==> config.mk <==
export PLATFORM = sky130hd
export DESIGN_NAME = axis_pkt_arbiter
export DESIGN_NICKNAME = d
export VERILOG_FILES = /design/src/rtl/axis_arb_pkg.sv /design/src/rtl/rr_arbiter.sv /design/src/rtl/axis_pkt_arbiter.sv
export SDC_FILE = /design/constraint.sdc
export NUM_CORES = 1
export LEC_CHECK = 0
export CORE_MARGIN = 1
export CORE_UTILIZATION = 30
export CTS_BUF_LIST = sky130_fd_sc_hd__clkbuf_8
export DETAILED_ROUTE_END_ITERATION = 12
export GPL_TIMING_DRIVEN = 0
export SLEW_MARGIN = 40
export SYNTH_ARGS = -nofsm -noshare
export SYNTH_HDL_FRONTEND = slang
export SYNTH_HIERARCHICAL = 1
export SYNTH_SLANG_ARGS = --single-unit
==> constraint.sdc <==
create_clock -name clk -period 6.99 [get_ports clk]
set_input_delay 1.0485 -clock clk [delete_from_list [all_inputs] [get_ports clk]]
set_output_delay 1.0485 -clock clk [all_outputs]
set_load 0.01 [all_outputs]
==> src/rtl/axis_arb_pkg.sv <==
// Shared types, widths and the round-robin search helper for the packet arbiter.
package axis_arb_pkg;
   typedef enum logic {IDLE = 1'b0, PKT = 1'b1} arb_state_e;

   localparam int AXIS_DATA_W = 32;
   localparam int AXIS_USER_W = 1;
   localparam int MAX_PORTS   = 8;

   // Wrapping mod 8 matches wrapping mod NUM_PORTS because unused request bits are zero.
   function automatic logic [2:0] next_rr(input logic [MAX_PORTS-1:0] req, input logic [2:0] ptr);
      logic [2:0] port;
      logic [2:0] idx;
      logic       found;
      port  = ptr;
      found = 1'b0;
      for (int i = 0; i < MAX_PORTS; i++) begin
         idx = ptr + 3'(i);
         if (!found && req[idx]) begin
            port  = idx;
            found = 1'b1;
         end
      end
      return port;
   endfunction
endpackage

==> src/rtl/rr_arbiter.sv <==
// Combinational round-robin pick: first request at or after ptr_i, wrapping.
module rr_arbiter
   import axis_arb_pkg::*;
#(
   parameter int N = 4
) (
   input  logic [N-1:0]         req_i,
   input  logic [$clog2(N)-1:0] ptr_i,
   output logic [N-1:0]         gnt_oh_o,
   output logic [$clog2(N)-1:0] gnt_idx_o
);
   localparam int IDX_W = $clog2(N);

   logic [2:0] sel;

   always_comb begin
      sel       = next_rr(MAX_PORTS'(req_i), 3'(ptr_i));
      gnt_idx_o = IDX_W'(sel);
      gnt_oh_o  = '0;
      gnt_oh_o[gnt_idx_o] = |req_i;
   end
endmodule

==> src/rtl/axis_pkt_arbiter.sv <==
// Packet-level round-robin AXI4-Stream arbiter: grant locked per packet, registered
// output stage, saturating beat counter and sticky oversize flag.
module axis_pkt_arbiter
   import axis_arb_pkg::*;
#(
   parameter int NUM_PORTS     = 4,
   parameter int DATA_W        = AXIS_DATA_W,
   parameter int USER_W        = AXIS_USER_W,
   parameter int MAX_PKT_BEATS = 256
) (
   input  logic                         clk,
   input  logic                         rstn,
   input  logic [NUM_PORTS-1:0]         s_axis_tvalid,
   output logic [NUM_PORTS-1:0]         s_axis_tready,
   input  logic [NUM_PORTS*DATA_W-1:0]  s_axis_tdata,
   input  logic [NUM_PORTS*USER_W-1:0]  s_axis_tuser,
   input  logic [NUM_PORTS-1:0]         s_axis_tlast,
   output logic                         m_axis_tvalid,
   input  logic                         m_axis_tready,
   output logic [DATA_W-1:0]            m_axis_tdata,
   output logic [USER_W-1:0]            m_axis_tuser,
   output logic                         m_axis_tlast,
   output logic [$clog2(NUM_PORTS)-1:0] grant_id,
   output logic                         busy,
   output logic                         err_oversize,
   input  logic                         err_clr
);
   localparam int IDX_W = $clog2(NUM_PORTS);
   localparam int CNT_W = $clog2(MAX_PKT_BEATS + 1);
   localparam logic [CNT_W-1:0] CNT_MAX  = CNT_W'(MAX_PKT_BEATS);
   localparam logic [CNT_W-1:0] CNT_NEAR = CNT_W'(MAX_PKT_BEATS - 1);

   arb_state_e           state_q;
   logic [IDX_W-1:0]     rr_ptr_q, grant_q, arb_idx;
   logic [NUM_PORTS-1:0] arb_oh;
   logic [CNT_W-1:0]     beat_cnt_q;
   logic                 m_valid_q, m_last_q, err_q;
   logic [DATA_W-1:0]    m_data_q, sel_data;
   logic [USER_W-1:0]    m_user_q, sel_user;
   logic                 out_rdy, sel_valid, sel_last, accept, set_err;

   rr_arbiter #(.N(NUM_PORTS)) u_rr (
      .req_i     (s_axis_tvalid),
      .ptr_i     (rr_ptr_q),
      .gnt_oh_o  (arb_oh),
      .gnt_idx_o (arb_idx)
   );

   // Handshake: a beat moves on any edge where valid and ready are both high. Upstream,
   // only the granted port sees ready, and only while the output register is empty or
   // draining this cycle; downstream, m_axis_tvalid stays high and the beat stable until taken.
   always_comb begin
      sel_valid = s_axis_tvalid[grant_q];
      sel_last  = s_axis_tlast[grant_q];
      sel_data  = s_axis_tdata[int'(grant_q)*DATA_W +: DATA_W];
      sel_user  = s_axis_tuser[int'(grant_q)*USER_W +: USER_W];
      out_rdy   = ~m_valid_q | m_axis_tready;
      accept    = (state_q == PKT) & sel_valid & out_rdy;
      // A non-last beat that brings the count to the limit means the packet is too long.
      set_err   = accept & ~sel_last & (beat_cnt_q >= CNT_NEAR);
      s_axis_tready = '0;
      if (state_q == PKT) s_axis_tready[grant_q] = out_rdy;
   end

   always_ff @(posedge clk or negedge rstn) begin
      if (!rstn) begin
         state_q    <= IDLE;
         rr_ptr_q   <= '0;
         grant_q    <= '0;
         beat_cnt_q <= '0;
         m_valid_q  <= 1'b0;
         m_data_q   <= '0;
         m_user_q   <= '0;
         m_last_q   <= 1'b0;
         err_q      <= 1'b0;
      end else begin
         if (accept) begin
            m_valid_q <= 1'b1;
            m_data_q  <= sel_data;
            m_user_q  <= sel_user;
            m_last_q  <= sel_last;
            if (beat_cnt_q != CNT_MAX) beat_cnt_q <= beat_cnt_q + 1'b1;
         end else if (m_axis_tready) begin
            m_valid_q <= 1'b0;
         end

         case (state_q)
            IDLE: begin
               if (|arb_oh) begin
                  grant_q <= arb_idx;
                  state_q <= PKT;
               end
            end
            PKT: begin
               if (accept && sel_last) begin
                  state_q    <= IDLE;
                  rr_ptr_q   <= (grant_q == IDX_W'(NUM_PORTS - 1)) ? '0 : grant_q + 1'b1;
                  beat_cnt_q <= '0;
               end
            end
            default: state_q <= IDLE;
         endcase

         if (set_err)      err_q <= 1'b1;
         else if (err_clr) err_q <= 1'b0;
      end
   end

   assign m_axis_tvalid = m_valid_q;
   assign m_axis_tdata  = m_data_q;
   assign m_axis_tuser  = m_user_q;
   assign m_axis_tlast  = m_last_q;
   assign grant_id      = grant_q;
   assign busy          = (state_q == PKT);
   assign err_oversize  = err_q;
endmodule

==> summary.md <==
| Metric | Value |
|---|---|
| Initial DRC Count | 133 |
| EDFF count, synth | 0 |
| Clock root cell | clkbuf_8 |
| Hold path startpoint | m_axis_tdata[26] |
| Post-synth top area share | 36.6% |
| Cts hold-fix bufs | 0 |
| Cells after DPL | 655 |
| Commonest cells in the netlist | nand2_1 (110), dfrtp_1 (50), mux4_2 (37) |
| Fin crit share | 50.1% |
| Detailed-route via count | 3287 |
| Most common cell in the netlist | nand2_1 |
| Least-Margin Pin Slew | 0.642 ns |
| FF+latch count, synth | 50 |
| Post-route insts no fill | 663 |
| Clock Tree Buf Depth | 2 |
| Vias per cell | 4.96 |
| Antenna violations before repair | 0 |
| Post-Syn Instances | 328 |
| Final Worst Setup Slack | 3.49 ns |
| Post-synthesis sequential area ratio | 36.6% |
| Max frequency | 286 MHz |
| Final Max Tran Viols | 0 |
| Drt pass-1 iters | 4 |
| Die area | 11800 sq um |
| TritonCTS clock tree | done |
| Hold Crit Depth | 2 |
| # setup viols final | 0 |
| Critical Path AT | 2.45 ns |
| Reg2reg setup slack | 3.88 ns |
| Routed WL | 10600 um |
| Worst-path clk slew | 0.10 ns |
| CTS Sinks | 50 |
| Buf+Inv Stages, Crit Path | 4 |
| RSZ-0062 raised after global routing | false |
| Min-Delay Path Class | register to register |
| IO Port Bufs | 186 |
| Core area | 11000 sq um |
| Top delay family on crit path | buffers and inverters |
| Die H | 109 um |
| DP Worst Slack | 3.35 ns |
| Pleak | 2.35 nW |
| Number of max-cap violations | 0 |
| Largest net degree at the start of global routing | 28 |
| Reg-to-Reg End | grant_id[1] |
| Clock Skews | 0.0127 ns |
| Max VDD drop | 0.157 mV |
| First-pass GRT wire length | 16600 um |
| Ant diodes | 0 |
| Area leader, netlist | dfrtp_1 |
| Detail Route Antenna Nets | 0 |
| Post-CTS setup buffers | 0 |
| GRT overflow | 0 |
| DRC Markers | 0 |
| All-layer global routing usage | 18.2% |
| RR Startpoint | rr_ptr_q[1] |
| Vias in the first global route | 3381 |
| Slowest stage cell, crit path | clkdlybuf4s50_1 |
| CTS buffer count | 5 |
| Area Growth Syn to Fin | 63.3% |
| I/O pins | 187 |
| H-Tree Depth | 2 |
| Warnings, synthesis | 6 |
| Slew margin rel. | 56.8% |
| Cells taking the most area after synthesis | dfrtp_1 (37%), mux4_2 (24%), nand2_1 (12%) |
| CTS-repair resized insts | 0 |
| Hpwl dp | 8640 um |
| Syn_area_per_cell | 10.4 sq um |
| Post-Syn Nets | 481 |
| CP Data Required Time | 5.94 ns |
| GPL Wtd Cong | 0.775 |
| Setup TNS Final | 0 ns |
| Worst Hold End | m_axis_tdata[26] |
| PD cells | 367 nW/um^2 |
| Max incr delay on CP | 0.47 ns |
| Kind of critical path | register to output port |
| FP Rows | 38 |
| Asr flop ratio synth | 100% |
| Crit Path Max Fanout | 10 |
| Crit path cell chain | buf_2 -> buf_1 -> inv_1 -> ha_1 -> and3_1 -> clkdlybuf4s50_1 |
| Average wire per standard cell | 15.9 um |
| Total Power | 2.05 mW |
| Starting density of the core | 31.2% |
| Tmin final | 3.50 ns |
| Worst skew pair latency | 0.31 ns |
| Status | complete, no violations |
| Worst Setup End Kind | output port |
| R2R depth | 13 |
| Netlist cell types | 46 |
| Die width | 109 um |
| Final-stage net count | 675 |
| Synthesized area | 3420 sq um |
| Top_reg_cell synth | dfrtp_1 |
| Fin. Hold Viols | 0 |
| Core Util, Final | 50.9% |
| CP Launch Type | register |
| Share of cells above drive strength 1 | 13.8% |
## kinds of logic after synthesis
group                    synth area share, %
XOR/XNOR                               0.475
adder cells (fa/ha/maj)                 3.29
multiplexers                            27.1
AO/OA/AOI/OAI                           7.31
buffers and inverters                   4.75
flip-flops                              36.6
AND/OR/NAND/NOR                         20.5
## tightest hold or removal path: stages, from the launching register on
cell and delay (ns):
dfrtp_1 0.35, nand2_1 0.05, nand2_1 0.05
## stage by stage
| step | instance area, sq um | hold WS, ns |
|---|---|---|
| after CTS | 5590 | 0.485 |
| after detailed placement | 5480 | 0.461 |
| final | 5590 | 0.477 |
| after global routing | 5590 | 0.511 |
| after global placement | 5460 | 0.459 |
| after floorplan | 3420 | 0.490 |
## area by class of cell
type | count | area (sq um)
sequential | 50 | 1250
clock inverter | 3 | 43.8
multi-input combinational | 247 | 2010
buffer | 20 | 121
fill | 997 | 5390
timing repair buffer | 187 | 1880
inverter | 11 | 41.3
clock buffer | 5 | 68.8
tap | 140 | 175
## layer usage
metal | share of wire, % | global-route usage (%) | up-vias
met3 | 7.0 | 3.71 | 11
met1 | 40 | 22.3 | 1578
met5 | 0 | 0 | -
li1 | - | - | 1569
met4 | 1.5 | 4.73 | 0
met2 | 51 | 32.5 | 129
## power by group
part	internal, mW	switching, mW	leakage, nW	total (mW)
Combinational	0.701	0.631	1.67	1.33
Clock	0.107	0.102	0.0585	0.210
Sequential	0.420	0.0917	0.626	0.512
## sequential cells by signal, summed over array words and instances (netlist names), 2 cells and up
register / flops
m_axis_tdata: 32
beat_cnt_q: 9
grant_id: 2
rr_ptr_q: 2
## worst max path at each step
| stage | startpoint | depth (start not counted) | to |
|---|---|---|---|
| CTS | grant_id[1] | 6 | s_axis_tready[0] |
| detailed placement | s_axis_tvalid[2] | 11 | grant_id[1] |
| floorplan | s_axis_tvalid[2] | 9 | busy |
| global route | grant_id[1] | 6 | s_axis_tready[0] |
| finish | grant_id[1] | 6 | s_axis_tready[0] |
| global placement | rstn | 1 | m_axis_tdata[0] |
## cell usage in the layout, fill, tap and decap left out, types with 2 or more instances in the layout
| master | synthesis | layout |
|---|---|---|
| clkdlybuf4s50_1 | 0 | 185 |
| nand2_1 | 110 | 110 |
| dfrtp_1 | 50 | 50 |
| mux4_2 | 37 | 37 |
| buf_2 | 13 | 13 |
| inv_1 | 11 | 11 |
| nand3_1 | 9 | 9 |
| o21ai_0 | 9 | 9 |
| ha_1 | 9 | 9 |
| nor2_1 | 8 | 8 |
| nand2b_1 | 6 | 6 |
| and3_1 | 6 | 6 |
| clkbuf_8 | 0 | 5 |
| buf_6 | 4 | 4 |
| o31ai_1 | 4 | 4 |
| a21oi_1 | 4 | 4 |
| nor4_1 | 3 | 3 |
| mux2i_1 | 3 | 3 |
| nor3_1 | 2 | 2 |
| a22o_1 | 2 | 2 |
| a31oi_1 | 2 | 2 |
| a211o_1 | 2 | 2 |
| nor4b_1 | 2 | 2 |
| nand3b_1 | 2 | 2 |
| a21o_1 | 2 | 2 |
| clkbuf_1 | 2 | 2 |
| mux2_1 | 2 | 2 |
| o22ai_1 | 2 | 2 |
| o211ai_1 | 2 | 2 |
| nor2b_1 | 2 | 2 |
Power figures use the tool's default switching activity.
